<file path="config.mk">
export PLATFORM = sky130hd
export DESIGN_NAME = rename_ctrl
export DESIGN_NICKNAME = d
export VERILOG_FILES = /design/src/rtl/rename_ctrl_pkg.sv /design/src/rtl/rename_ctrl_rob_ptr.sv /design/src/rtl/rename_ctrl.sv
export SDC_FILE = /design/constraint.sdc
export NUM_CORES = 1
export LEC_CHECK = 0
export CAP_MARGIN = 20
export CORE_UTILIZATION = 35
export DETAILED_ROUTE_END_ITERATION = 8
export PLACE_DENSITY = 0.62
export SYNTH_ARGS = -nofsm -noshare
export SYNTH_HDL_FRONTEND = slang
export SYNTH_SLANG_ARGS = --single-unit
export TNS_END_PERCENT = 1
</file>
<file path="constraint.sdc">
create_clock -name clk -period 4.5 [get_ports clk]
set_clock_uncertainty 0.2 [all_clocks]
set_input_delay 0.9 -clock clk [delete_from_list [all_inputs] [get_ports clk]]
set_output_delay 0.9 -clock clk [all_outputs]
set_load 0.1 [all_outputs]
</file>
<file path="src/rtl/rename_ctrl_pkg.sv">
// Shared types and defaults for the rename controller and its ROB pointers.
package rename_ctrl_pkg;
  localparam int REG_W          = 5;   // architectural register id width
  localparam int ROB_DEPTH      = 16;  // power of two
  localparam int FLUSH_WAIT_DEF = 2;

  typedef enum logic [1:0] {
    RENAME_RUN   = 2'd0,
    RENAME_FLUSH = 2'd1,
    RENAME_DRAIN = 2'd2
  } rename_state_e;
endpackage

</file>
<file path="src/rtl/rename_ctrl_rob_ptr.sv">
// Wrapping ROB pointer; clear has priority over increment.
module rob_ptr #(
  parameter int ADDR = 4
) (
  input  logic            clk,
  input  logic            rst,
  input  logic            inc,
  input  logic            clr,
  output logic [ADDR-1:0] ptr
);
  logic [ADDR-1:0] ptr_q, ptr_d;

  always_comb begin
    ptr_d = ptr_q;
    if (clr)      ptr_d = '0;
    else if (inc) ptr_d = ptr_q + ADDR'(1);
  end

  always_ff @(posedge clk or posedge rst) begin
    if (rst) ptr_q <= '0;
    else     ptr_q <= ptr_d;
  end

  assign ptr = ptr_q;
endmodule

</file>
<file path="src/rtl/rename_ctrl.sv">
// ROB tag allocator and rename-map sequencer: hands out tail tags on dispatch,
// retires at head, and drives the map write/invalidate/flush strobes.
module rename_ctrl
  import rename_ctrl_pkg::*;
#(
  parameter int DATA       = REG_W,
  parameter int DEPTH      = ROB_DEPTH,
  parameter int FLUSH_WAIT = FLUSH_WAIT_DEF,
  localparam int ADDR      = $clog2(DEPTH)
) (
  input  logic            clk,
  input  logic            reset,
  input  logic            dis_valid,
  output logic            dis_ready,
  input  logic            dis_wv,
  input  logic [DATA-1:0] dis_rd,
  output logic [ADDR-1:0] dis_tag,
  input  logic            com_valid,
  output logic [ADDR-1:0] com_tag,
  input  logic            flush_req,
  output logic            map_we_,
  output logic            map_wv,
  output logic [DATA-1:0] map_wd,
  output logic [ADDR-1:0] map_waddr,
  output logic            map_inve_,
  output logic [ADDR-1:0] map_invaddr,
  output logic            map_flush_,
  output logic            empty,
  output logic            full,
  output logic [ADDR:0]   count
);
  localparam logic [ADDR:0] FULL_CNT = (ADDR+1)'(DEPTH);
  localparam logic [ADDR:0] ONE      = (ADDR+1)'(1);
  localparam logic [3:0]    WAIT_CNT = 4'(FLUSH_WAIT);

  rename_state_e   state_q, state_d;
  logic [3:0]      drain_q, drain_d;
  logic [ADDR:0]   count_q, count_d;
  logic [ADDR-1:0] head, tail;
  logic            dis_acc, com_acc, flush_go;

  rob_ptr #(.ADDR(ADDR)) u_tail (
    .clk(clk), .rst(reset), .inc(dis_acc), .clr(flush_go), .ptr(tail)
  );
  rob_ptr #(.ADDR(ADDR)) u_head (
    .clk(clk), .rst(reset), .inc(com_acc), .clr(flush_go), .ptr(head)
  );

  assign empty     = (count_q == '0);
  assign full      = (count_q == FULL_CNT);
  assign count     = count_q;
  // Gated by reset so nothing is offered while the block is held in reset.
  assign dis_ready = !reset && (state_q == RENAME_RUN) && !full && !flush_req;
  assign dis_acc   = dis_valid && dis_ready;
  assign com_acc   = com_valid && !empty && (state_q == RENAME_RUN) && !flush_req;
  assign flush_go  = flush_req && (state_q != RENAME_FLUSH);

  assign dis_tag     = tail;
  assign com_tag     = head;
  assign map_we_     = !dis_acc;
  assign map_wv      = dis_wv;
  assign map_wd      = dis_rd;
  assign map_waddr   = tail;
  assign map_inve_   = !com_acc;
  assign map_invaddr = head;
  assign map_flush_  = (state_q != RENAME_FLUSH);

  always_comb begin
    state_d = state_q;
    drain_d = drain_q;
    count_d = count_q;
    if (flush_go) begin
      state_d = RENAME_FLUSH;
      count_d = '0;
    end else begin
      unique case (state_q)
        RENAME_RUN: begin
          if (dis_acc && !com_acc)      count_d = count_q + ONE;
          else if (com_acc && !dis_acc) count_d = count_q - ONE;
        end
        RENAME_FLUSH: begin
          state_d = RENAME_DRAIN;
          drain_d = WAIT_CNT;
        end
        RENAME_DRAIN: begin
          // The cycle that takes the counter to zero is the last blocked one.
          drain_d = drain_q - 4'd1;
          if (drain_q <= 4'd1) begin
            state_d = RENAME_RUN;
            drain_d = '0;
          end
        end
        default: state_d = RENAME_RUN;
      endcase
    end
  end

  always_ff @(posedge clk or posedge reset) begin
    if (reset) begin
      state_q <= RENAME_RUN;
      drain_q <= '0;
      count_q <= '0;
    end else begin
      state_q <= state_d;
      drain_q <= drain_d;
      count_q <= count_d;
    end
  end
endmodule

</file>
Word-level counts from Yosys, hierarchy flattened
Cells that the tools add are included.
{ "word_totals": {"elab_cells": 57, "out_inout_bits": 33, "register_bits": 19, "in_bits": 11} }
{ "op_classes": {"n_lt_le_gt_ge": 1, "muxes": 13, "n_bitwise": 1, "add_sub_neg": 5, "eq_ne": 6, "reduce_logical": 26} }
{ "ops": {"columns": ["operator", "n"], "rows": [
  ["2-to-1 mux 4 bit", 5],
  ["2-to-1 mux 5 bit", 4],
  ["logical AND 1 bit", 10],
  ["adder 4 x 1 -> 4 bit (second input constant)", 2],
  ["case mux 4 bit (2 select lines)", 1],
  ["nonzero test 2 bit", 4],
  ["zero test 1 bit", 6],
  ["case mux 2 bit (3 select lines)", 1],
  ["AND reduction 2 bit", 3],
  ["adder 5 x 1 -> 5 bit (second input constant)", 1],
  ["equality test 5 bit (second input constant)", 1],
  ["zero test 5 bit", 1],
  ["subtractor 5 x 1 -> 5 bit (second input constant)", 1],
  ["less-or-equal comparator 4 x 1 -> 1 bit (second input constant)", 1],
  ["2-to-1 mux 2 bit", 2],
  ["subtractor 4 x 1 -> 4 bit (second input constant)", 1],
  ["inequality test 3 bit (second input constant)", 1],
  ["nonzero test 3 bit", 1],
  ["equality test 2 x 1 -> 1 bit (second input constant)", 1],
  ["equality test 2 bit (second input constant)", 1],
  ["zero test 2 bit", 1],
  ["inequality test 2 x 1 -> 1 bit (second input constant)", 1],
  ["inequality test 2 bit (second input constant)", 1],
  ["NOT 1 bit", 1]
]} }

Longest topological paths before layout
{ "logic_depth": {"word_depth": 11, "depth_mapped": 11, "mapped_depth_nobuf": 10} }

By module
From an unflattened synthesis, not the netlist that was laid out.
{ "hier_totals": {"hier_cells": 134, "hier_area_um2": 1343.8} }
{ "by_module_without_submodules": {"columns": ["mod", "n_inst", "cells_per_inst", "area_per_inst_um2", "seq_area_each_um2"], "rows": [
  ["rename_ctrl", 1, 100, 950.9, 275.3],
  ["rob_ptr", 2, 17, 196.4, 100.1]
]} }

Least setup slack after synthesis
No wires, ideal clock.
{ "synth_timing": {"path_kind": "register -> output", "start": "register count_q[1], in the netlist count[1]", "end": "output port dis_ready", "t_arrival_ps": 5066, "path_stages_with_launch": 4, "path_slack_ps": -1666, "n_path_buf": 0, "t_required_ps": 3400, "cell_sequence": "dfrtp_1 nor4_1 and2_1 nor4b_1"} }
{ "synth_between": {"elab_chain_cells": 4} }
{ "synth_lines": {"columns": ["element", "line", "rtl"], "rows": [
  ["start, declared", "rename_ctrl.sv:38", "logic [ADDR:0] count_q, count_d;"],
  ["start signal, assigned", "rename_ctrl.sv:106", "count_q <= count_d;"],
  ["equality test 5 bit", "rename_ctrl.sv:50", "assign full = (count_q == FULL_CNT);"],
  ["via full", "rename_ctrl.sv:29", "output logic full,"],
  ["zero test 1 bit", "rename_ctrl.sv:53", "assign dis_ready = !reset && (state_q == RENAME_RUN) && !full && !flush_req;"],
  ["logical AND 1 bit (2 in series)", "rename_ctrl.sv:53", null],
  ["end, declared", "rename_ctrl.sv:14", "output logic dis_ready,"]
]} }
The timed path passes the listed nets, and every way through them passes these cells.

Final worst setup path
{ "layout_timing": {"start": "input port flush_req", "end": "register count_q[4], in the netlist count[4]"} }
{ "layout_between": {"elab_chain_cells": 7, "elab_cells_between_ends": 15, "classes_between": "mux: 3; reduce/logical: 12"} }
{ "layout_lines": {"columns": ["element", "line", "rtl"], "rows": [
  ["start, declared", "rename_ctrl.sv:20", "input logic flush_req,"],
  ["zero test 1 bit", "rename_ctrl.sv:53, rename_ctrl.sv:55", null],
  ["logical AND 1 bit (on tied branches)", "rename_ctrl.sv:53, rename_ctrl.sv:55", null],
  ["logical AND 1 bit or zero test 1 bit (tied branches)", "rename_ctrl.sv:54, rename_ctrl.sv:78", null],
  ["logical AND 1 bit or zero test 1 bit (tied branches)", "rename_ctrl.sv:78, rename_ctrl.sv:79", null],
  ["2-to-1 mux 5 bit or logical AND 1 bit (tied branches)", "rename_ctrl.sv:78, rename_ctrl.sv:79", null],
  ["2-to-1 mux 5 bit or nonzero test 3 bit (tied branches)", null, null],
  ["2-to-1 mux 5 bit or AND reduction 2 bit (tied branches)", null, null]
]} }
Parallel ways exist; a longest one is shown, timed or not. The select of a mux whose other input is x is not followed.
A chain may end at the register's enable or synchronous reset.

==> metrics.md <==
| Metric | Value |
|---|---|
| Tot GR Track Use | `14.7%` |
| Register clock-pin slew on the reported worst setup and hold paths | `0.07 ns` |
| Simple-Gate Fraction of Synth Area | `17.0%` |
| Worst-skew pair later-pin latency | `0.26 ns` |
| Synth Cell Area | `0.00137 mm2` |
| Post-CTS Setup Repair Bufs | `0` |
| First-pass GRT wire length | `4820 um` |
| Routed WL per cell | `12.8 um` |
| Width of the die | `64.6 um` |
| CP Launch Point | `flush_req` |
| Worst setup EP type | `flip-flop` |
| CTS tree | `yes` |
| Syn. warnings | `0` |
| Crit Path Max Fanout | `6` |
| Crit Reg-Reg Startpoint | `state_q[1]` |
| FF+latch count, synth | `19` |
| Post-Layout Cell Count | `207` |
| Syn Inst Count | `142` |
| Post-Syn Nets | `165` |
| Initial core utilization | `36.9%` |
| DR iter-0 viols | `52` |
| Std cell rows | `22` |
| Finished Cell Area | `0.00165 mm2` |
| Endpoints failing hold | `0` |
| Status | `completed` |
| Die Span Y | `64.6 um` |
| Post-DP HPWL | `2050 um` |
| Worst slew pin tran | `0.973 ns` |
| Share of cells above drive strength 1 | `9.43%` |
| Post-Synth XOR/XNOR Area | `3.83%` |
| Via/cell ratio | `4.99` |
| Fmax | `0.259 GHz` |
| Clock Path Buffers | `2` |
| Max_cap viols | `0` |
| Startpoint types | `primary input` |
| Routed Antenna Nets | `0` |
| RePlAce Congestion | `0.764` |
| Sequential area share after synthesis | `34.7%` |
| Kind of critical path | `in2reg` |
| Critical Path RT | `4.44 ns` |
| Root buffer cell | `clkbuf_8` |
| Distinct cells, synth | `40` |
| Placed insts | `203` |
| Drt pass-1 iters | `4` |
| CORE AREA | `0.00372 mm2` |
| Placed cell area | `0.00161 mm2` |
| Final WL | `2650 um` |
| Critical Path End | `count[4]` |
| Multiplexer share of the synthesized area | `8.94%` |
| Final setup vio count | `0` |
| TritonCTS buffer count | `3` |
| IO Count | `44` |
| Slew Limit Headroom | `35.0%` |
| Post-CTS Resized | `0` |
| Crit path time final | `3.86 ns` |
| PortBufs | `31` |
| Post-Syn Area per Cell | `9.66 um2` |
| HP Class | `reg2reg` |
| R2r setup slk | `1.19 ns` |
| Total number of vias | `1033` |
| Number of global-route vias before repair | `1070` |
| CTS Hold Bufs | `0` |
| N_diodes | `0` |
| Worst EP arrival | `3.80 ns` |
| Worst R2R End | `count[4]` |
| Sink Count | `19` |
| Max-slew violations | `0` |
| RSZ-0062 raised after global routing | `false` |
| Nets | `183` |
| Grt ovf | `0` |
| Setup tns final | `0 ns` |
| Compound-Gate Fraction of Synth Area | `11.2%` |
| Htree depth | `1` |
| Die ar. | `0.00417 mm2` |
| Largest net degree at the start of global routing | `20` |
| Area Overhead vs Synth | `20.6%` |
| Largest family of logic cells by synthesized area | `simple AND/OR/NAND/NOR gates` |
| Initial antenna violation count | `0` |
| Post-Synth Adder-Cell Area | `11.5%` |
| Fill cells | `357` |
| Drt drc | `0` |
| Period Utilization, post-route | `85.9%` |
| R2R cell count | `10` |
-- final cells by class --
type                       instances  area [um2]  area share, %
multi-input combinational         94         734           44.4
timing repair buffer              31         298           18.0
sequential                        19         475           28.7
tap                               48        60.1           3.63
clock buffer                       4        45.0           2.72
inverter                          11        41.3           2.50
-- routing by layer --
| metal | vias up | GRT usage, % | share of wire [%] | routed length, um |
|---|---|---|---|---|
| met2 | 27 | 25.9 | 50 | 1320 |
| met1 | 491 | 17.5 | 45 | 1190 |
| met4 | 0 | 5.28 | 1.3 | 34 |
| met5 | - | 0 | 0 | 0 |
| li1 | 511 | - | - | - |
| met3 | 4 | 2.82 | 3.9 | 102 |
-- metrics by stage --
stage | hold WS (ns) | utilization [%] | setup WS (ns)
floorplan | 0.288 | - | 0.376
global placement | 0.310 | 43.3 | 0.526
detailed placement | 0.318 | 43.3 | 0.373
CTS | 0.329 | 44.5 | 0.633
global route | 0.364 | 44.5 | 0.428
finish | 0.328 | 44.5 | 0.635
-- worst min-delay path by stage --
stage                 endpoint        from  depth (start not counted)
floorplan           drain_q[2]  drain_q[2]                          1
global placement    drain_q[1]  drain_q[1]                          1
detailed placement  drain_q[1]  drain_q[1]                          1
CTS                 drain_q[2]  drain_q[2]                          1
global route        drain_q[1]  drain_q[1]                          1
finish              drain_q[2]  drain_q[2]                          1
-- layout by cell type, fill, tap and decap left out, drive strengths merged, types with 2 or more instances in the layout --
master         instances
xnor2                  5
mux2                   2
a21oi                  5
clkdlybuf4s50         26
nand3                  8
nand2b                 2
a211oi                 2
a21o                   3
nand2                 12
ha                    11
dfrtp                 19
clkbuf                 4
buf                    5
inv                   11
mux2i                 10
nor2                   7
o21ai                  5
-- kinds of logic after synthesis --
logic type               after synthesis
multiplexers                          12
flip-flops                            19
AO/OA/AOI/OAI                         21
buffers and inverters                 29
XOR/XNOR                               6
AND/OR/NAND/NOR                       43
adder cells (fa/ha/maj)               12
-- flip-flops by register name (all words and copies together), names as in the netlist --
name        count
u_tail.ptr      4
drain_q         4
count           5
state_q         2
u_head.ptr      4
-- cell usage after synthesis --
library cell / instances / area, um2
nor4b_1: 1 / 8.76
inv_1: 11 / 41.3
or3_1: 1 / 6.26
a21oi_1: 5 / 25.0
o21ai_4: 1 / 16.3
a211oi_1: 2 / 15.0
nand2b_1: 2 / 12.5
and2_1: 1 / 6.26
nor4bb_1: 1 / 10.0
a21o_1: 3 / 22.5
o32a_1: 1 / 10.0
nor2b_1: 1 / 6.26
xnor2_1: 5 / 43.8
o221ai_2: 1 / 15.0
and3_1: 1 / 6.26
buf_6: 2 / 22.5
ha_1: 11 / 138
mux2i_1: 10 / 100
xor2_1: 1 / 8.76
mux2_2: 2 / 22.5
nor3_1: 1 / 5.00
and2b_2: 1 / 8.76
dfrtp_1: 19 / 475
nand3_1: 8 / 40.0
o31a_1: 1 / 8.76
fa_1: 1 / 20.0
and3b_1: 1 / 8.76
nand4_1: 1 / 6.26
clkbuf_1: 2 / 7.51
a31oi_1: 1 / 6.26
o21ai_0: 4 / 20.0
buf_4: 14 / 105
nor3b_1: 1 / 7.51
or4_4: 1 / 11.3
a31o_1: 1 / 8.76
nor2_1: 7 / 26.3
nand4bb_1: 1 / 11.3
o22ai_1: 1 / 6.26
nor4_1: 1 / 6.26
nand2_1: 12 / 45.0
-- worst max-delay path: stages --
cell,delay [ns]
clkdlybuf4s50_1,0.52
nand4bb_1,0.39
a21oi_1,0.41
nand2_1,0.23
fa_1,0.45
a21o_1,0.20
a21oi_1,0.27
a31oi_1,0.07
o32a_1,0.36
Power is left out: the tool's default activity adds up to more than one toggle a clock period on the data nets, which glitch-free logic cannot reach.
